--- config.mk ---
export PLATFORM = sky130hd
export DESIGN_NAME = ltc_burst_capture
export DESIGN_NICKNAME = d
export VERILOG_FILES = /design/src/rtl/ltc_capture_pkg.sv /design/src/rtl/ltc_sample_fifo.sv /design/src/rtl/ltc_burst_capture.sv
export SDC_FILE = /design/constraint.sdc
export NUM_CORES = 1
export LEC_CHECK = 0
export CAP_MARGIN = 15
export CELL_PAD_IN_SITES_DETAIL_PLACEMENT = 1
export CELL_PAD_IN_SITES_GLOBAL_PLACEMENT = 1
export CORE_MARGIN = 2
export CORE_UTILIZATION = 53
export DETAILED_ROUTE_END_ITERATION = 6
export PLACE_DENSITY = 0.75
export SETUP_SLACK_MARGIN = 0.4
export SLEW_MARGIN = 20
export SYNTH_ARGS = -nofsm -noshare
export SYNTH_HDL_FRONTEND = slang
export SYNTH_SLANG_ARGS = --single-unit
--- constraint.sdc ---
create_clock -name adc_clkout -period 2.6 [get_ports adc_clkout]
set_input_delay 0.65 -clock adc_clkout [delete_from_list [all_inputs] [get_ports adc_clkout]]
set_output_delay 0.65 -clock adc_clkout [all_outputs]
set_load 0.01 [all_outputs]
--- src/rtl/ltc_capture_pkg.sv ---
// Shared FSM encoding and counter-width helper for the LTC2207 burst capture path.
package ltc_capture_pkg;

    typedef enum logic [1:0] {
        ST_IDLE    = 2'd0,
        ST_SETTLE  = 2'd1,
        ST_CAPTURE = 2'd2
    } state_e;

    // Width of a counter that runs 0..n-1; never narrower than one bit.
    function automatic int cnt_width(input int n);
        return (n <= 2) ? 1 : $clog2(n);
    endfunction

endpackage

--- src/rtl/ltc_sample_fifo.sv ---
// Synchronous first-word-fall-through FIFO; head word is valid the cycle after its push.
module ltc_sample_fifo #(
    parameter int WIDTH = 17,
    parameter int DEPTH = 16
) (
    input  logic             clk,
    input  logic             rst_n,
    input  logic             push,
    input  logic [WIDTH-1:0] push_data,
    output logic             full,
    input  logic             pop,
    output logic [WIDTH-1:0] pop_data,
    output logic             empty
);
    localparam int AW = $clog2(DEPTH);

    logic [WIDTH-1:0] mem_q [DEPTH];
    logic [AW:0]      wr_ptr_q, wr_ptr_d;
    logic [AW:0]      rd_ptr_q, rd_ptr_d;
    logic             do_push, do_pop;

    // The extra pointer MSB separates a full buffer from an empty one.
    assign empty   = (wr_ptr_q == rd_ptr_q);
    assign full    = (wr_ptr_q[AW] != rd_ptr_q[AW]) &&
                     (wr_ptr_q[AW-1:0] == rd_ptr_q[AW-1:0]);
    assign do_pop  = pop & ~empty;
    assign do_push = push & (~full | do_pop);

    assign pop_data = empty ? '0 : mem_q[rd_ptr_q[AW-1:0]];

    always_comb begin
        wr_ptr_d = wr_ptr_q;
        rd_ptr_d = rd_ptr_q;
        if (do_push) wr_ptr_d = wr_ptr_q + (AW+1)'(1);
        if (do_pop)  rd_ptr_d = rd_ptr_q + (AW+1)'(1);
    end

    // NOTE: sequential state uses non-blocking assignments so every flop samples pre-edge values.
    always_ff @(posedge clk) begin
        if (!rst_n) begin
            wr_ptr_q <= '0;
            rd_ptr_q <= '0;
        end else begin
            wr_ptr_q <= wr_ptr_d;
            rd_ptr_q <= rd_ptr_d;
        end
    end

    // NOTE: storage is deliberately not reset; emptiness is defined by the pointers alone.
    always_ff @(posedge clk) begin
        if (do_push) mem_q[wr_ptr_q[AW-1:0]] <= push_data;
    end

endmodule

--- src/rtl/ltc_burst_capture.sv ---
// LTC2207 burst capture: trigger synchroniser/edge detect, settle and decimation
// sequencing, and an FWFT sample buffer drained over a valid/ready stream.
module ltc_burst_capture
    import ltc_capture_pkg::*;
#(
    parameter int DATA_W      = 16,
    parameter int SETTLE      = 7,
    parameter int NUM_SAMPLES = 8,
    parameter int DECIM       = 1,
    parameter int FIFO_DEPTH  = 16
) (
    input  logic              adc_clkout,
    input  logic              reset_n,
    input  logic              sample_in,
    input  logic [DATA_W-1:0] din,
    output logic [DATA_W-1:0] m_data,
    output logic              m_valid,
    input  logic              m_ready,
    output logic              m_last,
    output logic              busy,
    output logic              overflow,
    input  logic              clear_ovf
);
    localparam int SET_W = cnt_width(SETTLE);
    localparam int DEC_W = cnt_width(DECIM);
    localparam int IDX_W = $clog2(NUM_SAMPLES + 1);

    localparam logic [SET_W-1:0] SET_LAST = SET_W'((SETTLE > 0) ? SETTLE - 1 : 0);
    localparam logic [DEC_W-1:0] DEC_LAST = DEC_W'(DECIM - 1);
    localparam logic [IDX_W-1:0] IDX_LAST = IDX_W'(NUM_SAMPLES - 1);
    localparam logic [IDX_W-1:0] IDX_DONE = IDX_W'(NUM_SAMPLES);

    logic             sync1_q, sync2_q, sync3_q;
    logic             trig;
    state_e           state_q, state_d;
    logic [SET_W-1:0] set_cnt_q, set_cnt_d;
    logic [DEC_W-1:0] dec_cnt_q, dec_cnt_d;
    logic [IDX_W-1:0] idx_q, idx_d;
    logic             overflow_q, overflow_d;
    logic             capture, is_last, drop;
    logic             fifo_full, fifo_empty;
    logic [DATA_W:0]  fifo_head;

    always_ff @(posedge adc_clkout) begin
        if (!reset_n) begin
            sync1_q <= 1'b0;
            sync2_q <= 1'b0;
            sync3_q <= 1'b0;
        end else begin
            sync1_q <= sample_in;
            sync2_q <= sync1_q;
            sync3_q <= sync2_q;
        end
    end

    assign trig = sync2_q & ~sync3_q;

    // One extra CAPTURE cycle after the final sample (idx == NUM_SAMPLES) before IDLE.
    always_comb begin
        // NOTE: every output gets a default first so no path through the case infers a latch.
        state_d   = state_q;
        set_cnt_d = set_cnt_q;
        dec_cnt_d = dec_cnt_q;
        idx_d     = idx_q;
        capture   = 1'b0;
        case (state_q)
            ST_IDLE: begin
                if (trig) begin
                    set_cnt_d = '0;
                    dec_cnt_d = '0;
                    idx_d     = '0;
                    state_d   = (SETTLE == 0) ? ST_CAPTURE : ST_SETTLE;
                end
            end
            ST_SETTLE: begin
                if (set_cnt_q == SET_LAST) state_d = ST_CAPTURE;
                else                       set_cnt_d = set_cnt_q + SET_W'(1);
            end
            ST_CAPTURE: begin
                if (idx_q == IDX_DONE) begin
                    state_d = ST_IDLE;
                end else begin
                    if (dec_cnt_q == '0) begin
                        capture = 1'b1;
                        idx_d   = idx_q + IDX_W'(1);
                    end
                    dec_cnt_d = (dec_cnt_q == DEC_LAST) ? '0 : dec_cnt_q + DEC_W'(1);
                end
            end
            default: state_d = ST_IDLE;
        endcase
    end

    assign is_last = (idx_q == IDX_LAST);
    // A full buffer still accepts the word when the head is popped in the same cycle.
    assign drop    = capture & fifo_full & ~m_ready;

    always_comb begin
        overflow_d = overflow_q;
        if (drop)           overflow_d = 1'b1;
        else if (clear_ovf) overflow_d = 1'b0;
    end

    always_ff @(posedge adc_clkout) begin
        if (!reset_n) begin
            state_q    <= ST_IDLE;
            set_cnt_q  <= '0;
            dec_cnt_q  <= '0;
            idx_q      <= '0;
            overflow_q <= 1'b0;
        end else begin
            state_q    <= state_d;
            set_cnt_q  <= set_cnt_d;
            dec_cnt_q  <= dec_cnt_d;
            idx_q      <= idx_d;
            overflow_q <= overflow_d;
        end
    end

    ltc_sample_fifo #(
        .WIDTH (DATA_W + 1),
        .DEPTH (FIFO_DEPTH)
    ) u_fifo (
        .clk       (adc_clkout),
        .rst_n     (reset_n),
        .push      (capture),
        .push_data ({is_last, din}),
        .full      (fifo_full),
        .pop       (m_ready),
        .pop_data  (fifo_head),
        .empty     (fifo_empty)
    );

    assign m_data   = fifo_head[DATA_W-1:0];
    assign m_last   = fifo_head[DATA_W];
    assign m_valid  = ~fifo_empty;
    assign busy     = (state_q != ST_IDLE);
    assign overflow = overflow_q;

endmodule

==> summary.md <==
| Metric | Value |
|---|---|
| Status | `complete, but fails checks` |
| Violated checks | `negative setup slack` |
| Fill count | `around 1,800` |
| CP max FO | `7` |
| Die ar. | `~23,000 sq um` |
| Fin. max-slew vios | `0` |
| Vias in the first global route | `7,179` |
| Critical Path Sink Type | `primary output` |
| Hold wc startpoint | `sync1_q$_SDFF_PN0_` |
| Htree depth | `1` |
| IO Port Bufs | `40` |
| Initial antenna violation count | `1` |
| Clock Sinks | `299` |
| FF/Latch Area | `8720 sq um` |
| RSZ-0062 raised after global routing | `yes` |
| Global route overflow | `0` |
| Hold slack | `between 0.4 and 0.5 ns` |
| Final Cell Area | `14,800 sq um` |
| Count of flip-flops with a built-in enable after synthesis | `272` |
| Root Buffer | `clkbuf_16` |
| Initial DRT Pass Iterations | `5` |
| R2R setup slack | `roughly 0.53 ns` |
| FP Rows | `54` |
| Reg2reg end | `u_fifo.mem_q[5][2]$_DFFE_PP_` |
| Synth Area per Inst | `19.8 sq um` |
| Hold depth | `1` |
| CTS Hold Buffers Added | `0` |
| Sequential-to-total area share from yosys stat | `74.9%` |
| Ys async rst share | `0%` |
| Via count | `between 6,000 and 7,000` |
| Reg-to-reg startpoint | `state_q[1]$_SDFFE_PN0P_` |
| Fmax | `348 MHz` |
| Final worst setup slack | `-0.277 ns` |
| CP most frequent cell | `buf_6` |
| Final nets | `771` |
| First-pass GRT wire length | `47.0 mm` |
| CTS Buffer Depth | `3` |
| DP HPWL | `18.1 mm` |
| Cell Area, Placed | `13,100 sq um` |
| Worst relative slew slack | `56.4%` |
| Initial Utilization | `a little over half` |
| Syn Nets | `618` |
| Final hold violations | `0` |
| Clock skew | `approximately 0.014 ns` |
| Post-route ant nets | `0` |
| CP arrival | `2.23 ns` |
| Worst Hold Class | `register to register` |
| Hold Path End | `sync2_q$_SDFF_PN0_` |
| Die span in x | `152 microns` |
| Startpoint types | `register` |
| Clk_lat worst skew | `0.55 ns` |
| #FFs+latches synth | `299` |
| GRT Total Usage | `28.0%` |
| Max_cap viols | `0` |
| CTS tree | `done` |
| Largest net degree at the start of global routing | `25` |
| DRC Markers | `0` |
| Post-synth top flop | `edfxtp_1` |
| Core ar. | `21,700 sq um` |
| CTS Buf Count | `31` |
| Cell Chain, Critical Path | `buf_12, buf_6, mux4_2, o22ai_2, nor3_2, buf_4, buf_6` |
| Wire per inst | `between 30 and 40 microns` |
| First-iteration detailed-routing DRC count | `601` |
| PD cells | `646 nW/um^2` |
| Via density | `approximately 6.3` |
| Yosys cell types | `40` |
| Die Span Y | `152 microns` |
| Clk slew on worst S/H paths | `0.07 ns` |
| Slew @ Worst Pin | `0.653 ns` |
| Ant. Diodes | `0` |
| Slowest stage cell, crit path | `mux4_2` |
| Worst endpoint required time | `1.95 ns` |
| Lkg Pwr | `0.00493 uW` |
| Min cycle time layout | `about 2.9 ns` |
| Slowest cell delay on critical path | `0.53 ns` |
| Maximum VDD drop | `0.657 mV` |
| Final Setup Violations | `18` |
| Area delta synth->final | `27.2%` |
| Tcrit/Tclk final | `111%` |
| RD Place Congestion | `around 0.76` |
| Post-Syn Area | `11,600 sq um` |
| Layout cells sized above 1 | `around two fifths` |
| Top Ports | `41` |
| Cells after Synth | `~600` |
| Cells on worst reg2reg path | `5` |
| Crit path kind | `register to primary output` |
| Multi-input gate area | `3030 sq um` |
| Final WL | `between 30 and 40 mm` |
| Synthesis Warnings | `0` |
logic make-up after synthesis:
| family | synth area share, % |
|---|---|
| buf+inv | 1.81 |
| simple gates | 4.60 |
| mux | 13.9 |
| fa+ha+maj | 0.968 |
| compound gates | 3.13 |
| flops | 74.9 |
| xor+xnor | 0.678 |
layer usage:
metal	up-vias	GRT usage, %	wire [microns]
li1	2733	-	-
met1	3493	36.7	12400
met2	295	47.4	16700
met3	88	4.49	2160
met4	2	11.4	1180
met5	-	0	13
flip-flops by register name (all words and copies together) (netlist names), named ones only:
register         flops
sync1_q              1
u_fifo.rd_ptr_q      5
sync2_q              1
set_cnt_q            3
overflow             1
state_q              2
sync3_q              1
idx_q                4
u_fifo.mem_q       272
u_fifo.wr_ptr_q      5
worst max-delay path by stage:
stage	slack, ns	to	cells after the start
after global routing	-0.33	m_data[7]	7
after CTS	-0.28	m_data[13]	7
final	-0.28	m_data[1]	7
after floorplan	0.42	u_fifo.mem_q[15][0]$_DFFE_PP_	3
after global placement	-0.09	m_data[4]	6
after detailed placement	-0.18	m_data[4]	6
critical path, delay by kind of cell (launching register included):
kind | cells | cell delay [ns]
buffers and inverters | 4 | 0.53
and+or+nand+nor | 1 | 0.06
muxes | 1 | 0.53
AOI/OAI and AO/OA | 1 | 0.13
DFF | 1 | 0.43
through the flow:
| step | cells | util, % | power [uW] | worst slack (ns) | setup TNS [ns] |
|---|---|---|---|---|---|
| after floorplan | 588 | - | 5360 | 0.415 | 0 |
| after global placement | 948 | 60.3 | 5440 | -0.0876 | -0.353 |
| after detailed placement | 948 | 60.3 | 5460 | -0.177 | -1.29 |
| after CTS | 1036 | 67.1 | 9570 | -0.282 | -3.67 |
| after global routing | 1045 | 68.2 | 9780 | -0.327 | -4.94 |
| final | 1045 | 68.2 | 9560 | -0.277 | -3.86 |
power breakdown:
group,internal (uW),total (uW),switching (uW)
combinational,36.6,115,78.4
clock,2430,4210,1770
sequential,5230,5240,3.25
synthesized netlist by cell type, types with 2 or more instances:
library cell,number,area share (%)
nand4_1,6,0.32
xnor2_1,3,0.23
buf_4,8,0.52
nand3_1,3,0.13
o22ai_1,34,1.8
a21oi_1,9,0.39
or2_2,2,0.11
nor2_1,7,0.23
nor3_1,18,0.77
mux2i_1,9,0.77
edfxtp_1,272,70
o211ai_1,6,0.39
xor2_1,6,0.45
buf_2,9,0.39
nor2b_1,3,0.16
ha_1,9,0.97
or3_1,2,0.11
clkbuf_1,10,0.32
mux4_2,68,13
nand2b_1,9,0.48
and2_1,6,0.32
dfxtp_1,27,4.6
buf_6,2,0.19
and3_1,15,0.81
inv_1,11,0.35
o21ai_0,2,0.086
nand2_1,19,0.61
layout make-up:
type,count,area share [%]
Sequential cell,299,59.0
Tap cell,280,2.37
Clock buffer,49,6.04
Clock inverter,8,0.423
Timing Repair Buffer,149,11.5
Inverter,11,0.279
Multi-Input combinational cell,249,20.5
placed cells by master, fill, tap and decap left out, types with 4 or more instances in the layout:
cell type / count
dfxtp_1: 23
and2_1: 5
mux2i_1: 9
o22ai_4: 4
o22ai_2: 24
nand4_1: 6
clkdlybuf4s50_1: 21
inv_1: 10
buf_2: 15
nor3_2: 13
o22ai_1: 6
buf_12: 32
nor2_1: 7
nand2_1: 17
buf_6: 22
clkbuf_8: 5
edfxtp_1: 272
clkbuf_1: 13
and3_1: 15
nor3_1: 5
nand2b_1: 7
a21oi_1: 8
xor2_1: 5
ha_1: 9
clkinv_2: 5
o211ai_1: 6
clkbuf_16: 32
buf_4: 54
mux4_2: 68
what timing repair did:
item,4_1_cts,5_1_grt
gates cloned,3,2
pin swaps,20,16
setup endpoints to repair,60,254
resized for setup,142,24
setup buffers,28,7
Power figures use the tool's default switching activity.
